### src/rtl/tank_video_pkg.sv
// Shared types and constants for the tank game video path.
package tank_video_pkg;

    localparam int COLOR_W = 12;
    localparam int COORD_W = 10;

    typedef logic [COLOR_W-1:0] color_t;
    typedef logic [COORD_W-1:0] coord_t;

    // Colour key the sprite ROMs use for "no pixel here".
    localparam color_t TRANSPARENT = 12'h00f;

    // Bit positions inside the collision flag vector.
    localparam int COL_T0_WALL = 0;
    localparam int COL_T1_WALL = 1;
    localparam int COL_BUL_T0  = 2;
    localparam int COL_BUL_T1  = 3;
    localparam int COL_T0_T1   = 4;
    localparam int COL_W       = 5;

endpackage

### src/rtl/delay_line.sv
// Fixed-depth register pipeline with a uniform reset value in every stage.
module delay_line #(
    parameter int               WIDTH     = 1,
    parameter int               DEPTH     = 1,
    parameter logic [WIDTH-1:0] RESET_VAL = '0
) (
    input  logic             clk,
    input  logic             reset,
    input  logic [WIDTH-1:0] i_d,
    output logic [WIDTH-1:0] o_q
);

    logic [WIDTH-1:0] r_stage [DEPTH];

    // Shift one stage per clock; every stage returns to RESET_VAL on reset.
    always_ff @(posedge clk or posedge reset) begin
        if (reset) begin
            for (int i = 0; i < DEPTH; i++) begin
                r_stage[i] <= RESET_VAL;
            end
        end else begin
            r_stage[0] <= i_d;
            for (int i = 1; i < DEPTH; i++) begin
                r_stage[i] <= r_stage[i-1];
            end
        end
    end

    assign o_q = r_stage[DEPTH-1];

endmodule

### src/rtl/layer_mixer.sv
// Final pixel mixer: fixed layer priority, sync alignment and per-frame
// collision flags for game logic.
//
// Stream timing (no handshake, one pixel per clock, never stalls):
// x/y/video_on/hsync/vsync enter at cycle t, the layer inputs describing that
// same pixel arrive at t+BG_LATENCY, and rgb plus all delayed sync outputs
// leave together on the edge at t+BG_LATENCY+1.
module layer_mixer
    import tank_video_pkg::*;
#(
    parameter int     BG_LATENCY  = 2,
    parameter int     H_ACTIVE    = 640,
    parameter int     V_ACTIVE    = 480,
    parameter logic   SYNC_IDLE   = 1'b1,
    parameter color_t BLANK_COLOR = 12'h000
) (
    input  logic             clk,
    input  logic             reset,
    input  logic [9:0]       x,
    input  logic [9:0]       y,
    input  logic             video_on,
    input  logic             hsync,
    input  logic             vsync,
    input  logic             bg_on,
    input  logic             bg_wall,
    input  logic [11:0]      bg_color,
    input  logic             tank0_on,
    input  logic [11:0]      tank0_color,
    input  logic             tank1_on,
    input  logic [11:0]      tank1_color,
    input  logic             bullet_on,
    input  logic [11:0]      bullet_color,
    output logic [11:0]      rgb,
    output logic             hsync_out,
    output logic             vsync_out,
    output logic             video_on_out,
    output logic [COL_W-1:0] collision,
    output logic             frame_done
);

    localparam int             BUS_W    = 2 * COORD_W + 3;
    localparam logic [BUS_W-1:0] BUS_RST = {{(2 * COORD_W){1'b0}}, 1'b0, SYNC_IDLE, SYNC_IDLE};
    localparam coord_t         H_LIM    = coord_t'(H_ACTIVE);
    localparam coord_t         V_LIM    = coord_t'(V_ACTIVE);

    logic [BUS_W-1:0] w_bus_in;
    logic [BUS_W-1:0] w_bus_d;
    coord_t           w_dx;
    coord_t           w_dy;
    logic             w_dvid;
    logic             w_dhs;
    logic             w_dvs;
    logic             w_in_area;
    logic             w_tick;
    color_t           w_pix;
    logic [COL_W-1:0] w_hits;

    logic [COL_W-1:0] r_acc;

    assign w_bus_in = {x, y, video_on, hsync, vsync};

    delay_line #(
        .WIDTH     (BUS_W),
        .DEPTH     (BG_LATENCY),
        .RESET_VAL (BUS_RST)
    ) u_align (
        .clk   (clk),
        .reset (reset),
        .i_d   (w_bus_in),
        .o_q   (w_bus_d)
    );

    assign {w_dx, w_dy, w_dvid, w_dhs, w_dvs} = w_bus_d;

    // video_on already excludes off-screen coordinates; the range test only
    // guards against a sync generator that raises video_on too early.
    assign w_in_area = w_dvid && (w_dx < H_LIM) && (w_dy < V_LIM);

    // Level-qualified tick: first pixel of the first blank line.
    assign w_tick = (w_dx == '0) && (w_dy == V_LIM);

    // Pick the topmost opaque layer; blanking wins over every layer.
    always_comb begin
        w_pix = BLANK_COLOR;
        if (w_dvid) begin
            if (bullet_on) begin
                w_pix = bullet_color;
            end else if (tank0_on) begin
                w_pix = tank0_color;
            end else if (tank1_on) begin
                w_pix = tank1_color;
            end else if (bg_on) begin
                w_pix = bg_color;
            end
        end
    end

    // Overlap detection for the current pixel, visible area only.
    always_comb begin
        w_hits = '0;
        if (w_in_area) begin
            w_hits[COL_T0_WALL] = tank0_on  & bg_wall;
            w_hits[COL_T1_WALL] = tank1_on  & bg_wall;
            w_hits[COL_BUL_T0]  = bullet_on & tank0_on;
            w_hits[COL_BUL_T1]  = bullet_on & tank1_on;
            w_hits[COL_T0_T1]   = tank0_on  & tank1_on;
        end
    end

    // Output register: colour and delayed syncs change on the same edge.
    always_ff @(posedge clk or posedge reset) begin
        if (reset) begin
            rgb          <= BLANK_COLOR;
            hsync_out    <= SYNC_IDLE;
            vsync_out    <= SYNC_IDLE;
            video_on_out <= 1'b0;
        end else begin
            rgb          <= w_pix;
            hsync_out    <= w_dhs;
            vsync_out    <= w_dvs;
            video_on_out <= w_dvid;
        end
    end

    // Sticky per-frame accumulator, published and cleared on the frame tick.
    always_ff @(posedge clk or posedge reset) begin
        if (reset) begin
            r_acc      <= '0;
            collision  <= '0;
            frame_done <= 1'b0;
        end else if (w_tick) begin
            collision  <= r_acc | w_hits;
            r_acc      <= '0;
            frame_done <= 1'b1;
        end else begin
            r_acc      <= r_acc | w_hits;
            frame_done <= 1'b0;
        end
    end

endmodule

### config.mk
export PLATFORM = sky130hd
export DESIGN_NAME = layer_mixer
export DESIGN_NICKNAME = d
export VERILOG_FILES = /design/src/rtl/tank_video_pkg.sv /design/src/rtl/delay_line.sv /design/src/rtl/layer_mixer.sv
export SDC_FILE = /design/constraint.sdc
export NUM_CORES = 1
export LEC_CHECK = 0
export CAP_MARGIN = 20
export CORE_AREA = 4 4 91 101
export CTS_BUF_LIST = sky130_fd_sc_hd__clkbuf_8
export DETAILED_ROUTE_END_ITERATION = 6
export DIE_AREA = 0 0 95 105
export SETUP_SLACK_MARGIN = 0.15
export SYNTH_ARGS = -nofsm -noshare
export SYNTH_HDL_FRONTEND = slang
export SYNTH_SLANG_ARGS = --single-unit
export TNS_END_PERCENT = 10
### constraint.sdc
create_clock -name clk -period 8.2 [get_ports clk]
set_clock_uncertainty 0.1 [all_clocks]
set_input_delay 2.46 -clock clk [delete_from_list [all_inputs] [get_ports clk]]
set_output_delay 2.46 -clock clk [all_outputs]
set_load 0.01 [all_outputs]
; ---- Word level (Yosys, flattened, before mapping)
; Index checks and enable logic that the tools add are counted.
; Widths: inputs -> output; s select.
[totals]
ff_bits = 72
latch_bits = 0
ram_bits = 0
mem_bits_ro = 0
out_inout_bits = 21
word_cells = 30
n_memories = 0
[classes]
addsub = 0
multipliers = 0
div_mod_pow = 0
order_cmp = 2
n_eq_ne = 1
shifts = 0
mux = 8
bitwise_logic = 6
n_reduce_logical = 4
[ops]
columns = cell, n
row1 = $mux 12, 5
row2 = $eq 10x9->1 const B, 1
row3 = $logic_not 10->1, 1
row4 = $lt 10x10->1 const B, 1
row5 = $lt 10x9->1 const B, 1
row6 = $mux 5, 2
row7 = $and 1x1->1, 5
row8 = $or 5x5->5, 1
row9 = $logic_and 1x1->1, 3
row10 = $mux 1, 1

; ---- Logic depth before layout (Yosys ltp)
; Gate-level depths: netlist of run 1.
[logic_depth]
word_depth = 6
ltp_mapped = 5
ltp_nobuf = 4

; ---- Modules after synthesis
; A second synthesis of run 1 with hierarchy kept.
[unflattened]
cells_unflattened = 190
hier_area_um2 = 2578.7
[modules_own_cells]
columns = mod, instances, cells_per_inst, area_per_inst_um2, seq_area_each_um2
row1 = delay_line, 1, 70, 1332.5, 1156.1
row2 = layer_mixer, 1, 120, 1246.2, 653.1

; ---- Least setup slack after synthesis of run 1
; OpenSTA, ideal clock, no wires.
[synth_timing]
path_type = in2reg
start = input port bg_on
end = register rgb[1]
t_arrival_ns = 3.234
t_required_ns = 7.979
slack_ns = 4.745
cell_stages = 5
path_buffers = 1
path_cell_list = nor2b_1 > buf_2 > a221oi_1 > a21oi_1 > a22o_1
[synth_via]
elab_chain_cells = 5
[synth_rtl]
columns = item, line
row1 = start: declaration, layer_mixer.sv:24  ; input logic bg_on,
row2 = $mux 12, layer_mixer.sv:92  ; end else if (bg_on) begin
row3 = $mux 12, layer_mixer.sv:90  ; end else if (tank1_on) begin
row4 = $mux 12, layer_mixer.sv:88  ; end else if (tank0_on) begin
row5 = $mux 12, layer_mixer.sv:86  ; if (bullet_on) begin
row6 = $mux 12, layer_mixer.sv:85  ; if (w_dvid) begin
row7 = net w_pix[1], layer_mixer.sv:55  ; color_t w_pix;
row8 = end signal: assignment, layer_mixer.sv:118  ; rgb <= w_pix;
row9 = end: declaration, layer_mixer.sv:33  ; output logic [11:0] rgb,
; The timed path passes the listed nets, and every way through them passes these cells.
; A chain may end at the register's enable or synchronous reset.

; ---- Worst setup path in the final report of run 1
[layout_timing]
start = input port tank1_on
end = register rgb[3]
[layout_via]
elab_chain_cells = 4
[layout_rtl]
columns = item, line
row1 = start: declaration, layer_mixer.sv:29  ; input logic tank1_on,
row2 = $mux 12, layer_mixer.sv:90
row3 = $mux 12, layer_mixer.sv:88
row4 = $mux 12, layer_mixer.sv:86
row5 = $mux 12, layer_mixer.sv:85
row6 = net w_pix[3], layer_mixer.sv:55
; The timed path passes the listed nets, and every way through them passes these cells.

==> metrics.yaml, run 1 <==
run_status:
  status: "complete, no violations"
place:
  place_area_mm2: 0.00350
  placed_cells: 368
  dp_hpwl_mm: 4.10
  place_congestion: 0.702
  preCtsSetupSlack_ns: 3.54
  port_buffers: 98
layout:
  nFillCells: 786
  synthToLayoutAreaGrowth_pct: 56.9
  antennaDiodeCount: 0
  final_cell_area_mm2: 0.00376
  fin_nets: 346
  fin_cells: 384
  drive_gt1_share_pct: 9.89
global_routing:
  grt_use_total_pct: 12.0
  grtUsageMet3_pct: 5.90
  antenna_found_initial: 0
  grt_use_met2_pct: 18.8
  gr-total-overflow: 0
  grt_pass1_wl_mm: 8.91
  met1_usage_pct: 13.5
  grt_pass1_vias: 1792
  grt_max_degree: 73
  grt_busiest_layer: "met2"
timing:
  layout_setup_ws_ns: 3.83
  worst_pin_slew_ns: 0.951
  fmax_mhz: 229
  max-slew-margin-rel_pct: 36.4
  period_needed_ns: 4.37
  setup_viol: 0
  period_share_pct: 53.3
  slew_violations: 0
  hold_viol: 0
  tns_ns: 0
  rsz0062_at_grt: "false"
route:
  drtAntennaViolNets: 0
  num_vias: 1682
  routedWlPerCell_um: 15.0
  drt_pass1_iterations: 4
  vias_per_cell: 4.38
  wirelength_mm: 5.77
  drt_iter0_markers: 60
  route.detailed.drc: 0
flow_run:
  cap_violations: 0
synth:
  avgSynthCellArea_um2: 14.5
  async_reset_ff_share_pct: 100
  synth_most_common_cell: "dfrtp_1"
  syn_inst: 165
  synth.top_cell.area_share_pct: 68.9
  yosysTopAreaCell: "dfrtp_1"
  syn_area_mm2: 0.00240
  yosys_warnings: 0
  synth_seq_area_share_pct: 75.4
  synth_flop_cell: "dfrtp_1"
  synth_common_cells: "66 x dfrtp_1, 18 x inv_1, 15 x a21oi_1, 12 x a221oi_1, 12 x a22o_1"
  ys_ff_latch: 72
  synth_area_leaders: "dfrtp_1 69%, dfstp_2 6.6%, a221oi_1 4.4%, a22o_1 4.4%, a21oi_1 3.1%"
  synth_edf_count: 0
  ys_types: 22
  synth_nets: 243
setup_path:
  worstReg2RegStart: "u_align.o_q[16]"
  critPathLaunch: "tank1_on"
  critPathTopFamily: "simple AND/OR/NAND/NOR gates"
  cp_max_fo: 14
  required_ns: 8.38
  crit_slowest_cell: "nor2b_1"
  path_class: "input pin to register"
  worst-path-buf-inv: 1
  cp-end-kind: "register"
  r2r_slack_ns: 6.49
  cpPeakStageDelay_ns: 0.84
  crit_arrival_ns: 4.55
  crit_chain: "clkdlybuf4s50_1 -> nor2b_1 -> a221oi_1 -> a21oi_1 -> a22o_1"
  startpoint_type: "input pin"
clock_network:
  clk_pin_slew_ns: 0.08
  cts_resized: 0
  cts_setup_buffers: 0
  clkSinkCount: 72
  postCtsHoldBufs: 0
  clk_path_buf_depth: 2
  ctsHtreeMaxLevel: 3
  cts_tree: "yes"
  root_buffer: "clkbuf_8"
  clk_latency_ns: 0.34
  cts-buffers-inserted: 9
floorplanning:
  io_pins: 99
  core_area_mm2: 0.00823
  die_width_um: 95
  initial_utilization_pct: 29.1
  num_rows: 35
  dieHeight_um: 105
  dieArea_mm2: 0.00998
power_and_ir_drop:
  ir_drop_uv: 160
  power.total_uw: 833
  pwr_density_cell_mw_per_mm2: 221
  p_leak_uw: 0.00161
min_path:
  hp-start: "u_align.r_stage[40]"
  hp-class: "register to register"
[stage by stage]
stage               utilization (%)  hold WS [ns]
floorplan                         -         0.231
global placement               42.5         0.234
detailed placement             42.5         0.235
CTS                            45.7         0.251
global route                   45.7         0.255
finish                         45.7         0.249
[final timing paths]
kind                                        to  cells after the start
min reg2reg                    u_align.o_q[17]                      0
max reg2reg                       collision[0]                      4
max in group asynchronous  u_align.r_stage[27]                      3
max                                     rgb[3]                      5
min in group asynchronous  u_align.r_stage[33]                      3
min                            u_align.o_q[17]                      0
[final cells by class]
class	instances	area (µm²)	area share [%]
timing repair buffer	99	988	26.3
multi-input combinational	68	493	13.1
clock inverter	7	143	3.79
inverter	18	67.6	1.80
sequential	72	1810	48.1
tap	111	139	3.69
clock buffer	9	124	3.29
[registers in the layout, summed over array words and instances, names as in the netlist]
register	count
r_acc	5
vsync_out	1
rgb	12
u_align.o_q	23
collision	5
u_align.r_stage	23
hsync_out	1
frame_done	1
video_on_out	1
[logic make-up after synthesis]
kind of cell	after synthesis	synth area share (%)
flip-flops	72	75.4
AO/OA/AOI/OAI	43	13.3
AND/OR/NAND/NOR	20	5.16
buffers and inverters	25	4.02
multiplexers	5	2.09
[layout by cell type, fill, tap and decap left out, drive strengths merged, types with 2 or more instances in the layout]
master         netlist  routed
mux2i                5       5
inv                 18      19
a221oi              12      12
nor2                 5       5
and2                 2       2
nor2b                3       3
a22o                12      12
bufinv               0       4
nor3                 3       3
clkdlybuf4s50        0      98
a21oi               15      15
dfrtp               66      66
clkbuf               5       9
dfstp                6       6
nand2                2       2
clkinv               0       2
nor4                 3       3
a41oi                2       2
[layer usage]
metal | vias up | wire length, µm
met5 | - | 0
met4 | 0 | 99
met3 | 13 | 832
met2 | 105 | 2560
met1 | 780 | 2270
li1 | 784 | -
[report_power, final]
group / total, µW / switching (µW) / internal (µW)
Combinational: 83.0 / 31.6 / 51.4
Sequential: 382 / 5.82 / 376
Clock: 368 / 134 / 234
(Power assumes the default switching activity.)
==> run 2: changes to the inputs <==
- clock period: 8.2 -> 4.5 ns (I/O delays scaled with it)
==> metrics.yaml, run 2 (same netlist as run 1, synthesis figures left out) <==
timing:
  hold_slack_ns: 0.246
  tns_ns: 0
  period_share_pct: 71.4
  rsz0062_at_grt: "false"
  worst_pin_slew_ns: 0.944
  slew_violations: 0
  hold_viol: 0
  setup_viol: 0
  max-slew-margin-rel_pct: 36.9
  period_needed_ns: 3.21
  fmax_mhz: 311
setup_path:
  required_ns: 4.67
  path_class: "input pin to register"
  crit_arrival_ns: 3.38
  reg2reg_depth: 4
  cp-end-kind: "register"
  reg2reg_to: "collision[0]"
  cp-endpoint: "rgb[1]"
  cp_max_fo: 14
  critPathLaunch: "tank1_on"
  startpoint_type: "input pin"
  r2r_slack_ns: 2.83
  worstReg2RegStart: "u_align.o_q[14]"
global_routing:
  grt_pass1_wl_mm: 8.24
  grt_pass1_vias: 1587
  gr-total-overflow: 0
  grt_max_degree: 31
  antenna_found_initial: 0
  grt_use_total_pct: 11.0
flow_run:
  cap_violations: 0
power_and_ir_drop:
  power_switching_uw: 301
  ir_drop_uv: 178
  power.total_uw: 1350
  p_clk_share_pct: 37.3
  p_leak_uw: 0.00159
  seq_power_share_pct: 51.5
  power.share.switching_pct: 22.3
  cellInternalPower_uw: 1050
  pwr_density_cell_mw_per_mm2: 365
  comb_power_share_pct: 11.2
clock_network:
  cts-buffers-inserted: 9
  clk_pin_slew_ns: 0.08
  clk_path_buf_depth: 2
  ctsHtreeMaxLevel: 3
  cts_resized: 0
  cts_setup_buffers: 0
  clk_latency_ns: 0.33
  root_buffer: "clkbuf_8"
  postCtsHoldBufs: 0
  cts_tree: "yes"
  clkSinkCount: 72
min_path:
  hp-class: "register to register"
route:
  drt_iter0_markers: 51
  num_vias: 1634
  drtAntennaViolNets: 0
  drt_pass1_iterations: 4
  route.detailed.drc: 0
  wirelength_mm: 5.46
  vias_per_cell: 4.24
  routedWlPerCell_um: 14.2
layout:
  antennaDiodeCount: 0
  drive_gt1_share_pct: 9.49
  nFillCells: 762
  synthToLayoutAreaGrowth_pct: 54.4
  fin_cells: 385
  ff_latch_area_mm2: 0.00181
  final_common_cell: "clkdlybuf4s50_1"
  final_cell_mix: "98 x clkdlybuf4s50_1, 66 x dfrtp_1, 19 x inv_1, 15 x a21oi_1"
  final_cell_area_mm2: 0.00370
  multi_input_area_um2: 493
  fin_nets: 347
floorplanning:
  die_width_um: 95
  dieHeight_um: 105
  initial_utilization_pct: 29.1
  num_rows: 35
  io_pins: 99
  core_area_mm2: 0.00823
  dieArea_mm2: 0.00998
place:
  place_congestion: 0.724
  placed_cells: 369
  port_buffers: 98
  place_area_mm2: 0.00350
  dp_hpwl_mm: 3.97
run_status:
  status: "complete, no violations"
-- run 2: cell types whose count changed in the layout (fill, tap and decap cells not counted) --
cell	before	now
bufinv_16	4	1
clkbuf_8	9	10
buf_4	1	2
inv_1	17	19
-- run 2: through the flow --
step	util (%)	worst slack, ns
after floorplan	-	1.24
after global placement	42.6	0.992
after detailed placement	42.6	0.967
after CTS	45.0	1.32
after global routing	45.0	1.06
final	45.0	1.29
-- run 2: final cells by class --
class	instances	area share, %
Timing Repair Buffer	100	26.9
Inverter	18	1.82
Sequential cell	72	48.9
Clock buffer	10	3.72
Multi-Input combinational cell	68	13.3
Tap cell	111	3.75
Clock inverter	6	1.62
-- run 2: how the worst min path moves through the flow --
stage / startpoint / end / slack [ns] / cells after the start
global route: u_align.r_stage[35] / u_align.o_q[12] / 0.25 / 0
floorplan: u_align.r_stage[33] / u_align.o_q[10] / 0.23 / 0
detailed placement: u_align.r_stage[33] / u_align.o_q[10] / 0.23 / 0
CTS: u_align.r_stage[35] / u_align.o_q[12] / 0.25 / 0
finish: u_align.r_stage[26] / u_align.o_q[3] / 0.25 / 0
global placement: u_align.r_stage[25] / u_align.o_q[2] / 0.23 / 0
-- run 2: critical path, cell delays in order --
cell	delay (ns)
clkdlybuf4s50_1	0.70
nor2b_1	0.82
a221oi_1	0.19
a21oi_1	0.18
a22o_1	0.15
-- run 2: layer usage --
metal / routed length, µm / GRT usage, % / vias to the layer above
met1: 2350 / 13.9 / 744
met5: 0 / 0 / -
li1: - / - / 786
met2: 2320 / 16.7 / 95
met3: 728 / 4.68 / 9
met4: 62 / 3.71 / 0
-- run 2: power groups by stage --
stage | sequential (µW) | clock [µW] | combinational, µW
floorplan | 712 | 0 | 47.8
global placement | 708 | 0 | 152
detailed placement | 708 | 0 | 153
CTS | 696 | 519 | 153
global route | 699 | 549 | 166
finish | 695 | 504 | 151
==> run 3: changes to the inputs <==
- clock period: 4.5 -> 3.2 ns (I/O delays scaled with it)
==> metrics.yaml, run 3 (same netlist as run 1, synthesis figures left out) <==
setup_path:
  cp_max_fo: 12
  required_ns: 3.38
  startpoint_type: "input pin"
  crit_chain: "clkdlybuf4s50_1 -> nor2b_1 -> a221oi_1 -> a21oi_1 -> a22o_1"
  critPathTopFamily: "simple AND/OR/NAND/NOR gates"
  cp-end-kind: "register"
  cpPeakStageDelay_ns: 0.76
  crit_slowest_cell: "nor2b_1"
  crit_arrival_ns: 2.68
  cp.depth: 5
  worst-path-buf-inv: 1
  reg2reg_depth: 4
  path_class: "input pin to register"
floorplanning:
  initial_utilization_pct: 29.1
  die_width_um: 95
  io_pins: 99
  num_rows: 35
  core_area_mm2: 0.00823
  dieArea_mm2: 0.00998
  dieHeight_um: 105
route:
  wirelength_mm: 5.72
  drt_iter0_markers: 47
  routedWlPerCell_um: 14.8
  num_vias: 1672
  vias_per_cell: 4.33
  drt_pass1_iterations: 4
  drtAntennaViolNets: 0
  route.detailed.drc: 0
clock_network:
  clkSinkCount: 72
  clk_pin_slew_ns: 0.08
  cts_resized: 0
  root_buffer: "clkbuf_8"
  cts_tree: "yes"
  cts_setup_buffers: 0
  clk_latency_ns: 0.34
  postCtsHoldBufs: 0
  ctsHtreeMaxLevel: 3
  clk_path_buf_depth: 2
  cts-buffers-inserted: 9
timing:
  slew_violations: 0
  tns_ns: 0
  max-slew-margin-rel_pct: 34.7
  rsz0062_at_grt: "false"
  layout_setup_ws_ns: 0.702
  period_share_pct: 78.1
  fmax_mhz: 400
  setup_viol: 0
  period_needed_ns: 2.50
  hold_viol: 0
  worst_pin_slew_ns: 0.977
layout:
  final_common_cell: "clkdlybuf4s50_1"
  fin_cells: 386
  antennaDiodeCount: 0
  drive_gt1_share_pct: 10.5
  final_cell_mix: "98 x clkdlybuf4s50_1, 66 x dfrtp_1, 17 x inv_1, 15 x a21oi_1"
  synthToLayoutAreaGrowth_pct: 56.4
  final_cell_area_mm2: 0.00375
  fin_nets: 348
global_routing:
  grt_pass1_wl_mm: 8.54
  grt_max_degree: 73
  grt_use_total_pct: 11.4
  antenna_found_initial: 0
  gr-total-overflow: 0
  grt_pass1_vias: 1708
power_and_ir_drop:
  ir_drop_uv: 299
  p_leak_uw: 0.00160
  pwr_density_cell_mw_per_mm2: 531
flow_run:
  cap_violations: 0
run_status:
  status: "complete, no violations"
place:
  placed_cells: 370
  port_buffers: 98
  preCtsSetupSlack_ns: 0.362
  place_area_mm2: 0.00352
  place_congestion: 0.742
  dp_hpwl_mm: 4.07
min_path:
  hp-class: "register to register"
  holdPathStages: 0
## run 3: path summary, 6_finish.rpt
check | from | endpoint | slack (ns)
setup / recovery | bg_on | rgb[9] | 0.70
hold / removal | u_align.r_stage[30] | u_align.o_q[7] | 0.25
hold reg to reg | u_align.r_stage[30] | u_align.o_q[7] | 0.25
setup reg to reg | u_align.o_q[16] | collision[4] | 1.52
min in group asynchronous | reset | u_align.r_stage[34] | 0.91
max in group asynchronous | reset | u_align.r_stage[23] | 1.77
## run 3: final cells by class
cell class	count	area, µm²
Fill cell	792	4480
Sequential cell	72	1810
Timing Repair Buffer	101	1020
Multi-Input combinational cell	68	493
Tap cell	111	139
Clock buffer	9	124
Clock inverter	7	103
Inverter	18	67.6
## run 3: through the flow
step / total power (µW) / util [%] / hold WS (ns)
3_5_place_dp: 1220 / 42.8 / 0.235
3_3_place_gp: 1210 / 42.8 / 0.233
5_1_grt: 2090 / 45.6 / 0.254
6_report: 1990 / 45.6 / 0.247
4_1_cts: 2030 / 45.6 / 0.250
2_1_floorplan: 1070 / - / 0.231
## run 3: where the power goes
part	total (µW)	leakage (µW)	internal, µW	switching (µW)
clock	797	0.000110	447	351
combinational	216	0.000664	135	80.6
sequential	979	0.000826	964	14.8
total	1990	0.00160	1550	446
## run 3: worst reg2reg max path, cell delays in order, from the launching register on
cell	delay (ns)
dfrtp_1	0.36
nor4_1	0.32
nand2_1	0.17
nor3_4	0.41
mux2i_1	0.25
## run 3: metal layers
layer	up-vias	routed length, µm	track usage [%]
li1	791	-	-
met3	10	724	4.90
met1	769	2350	13.6
met5	-	0	0
met4	0	105	4.95
met2	102	2530	17.7
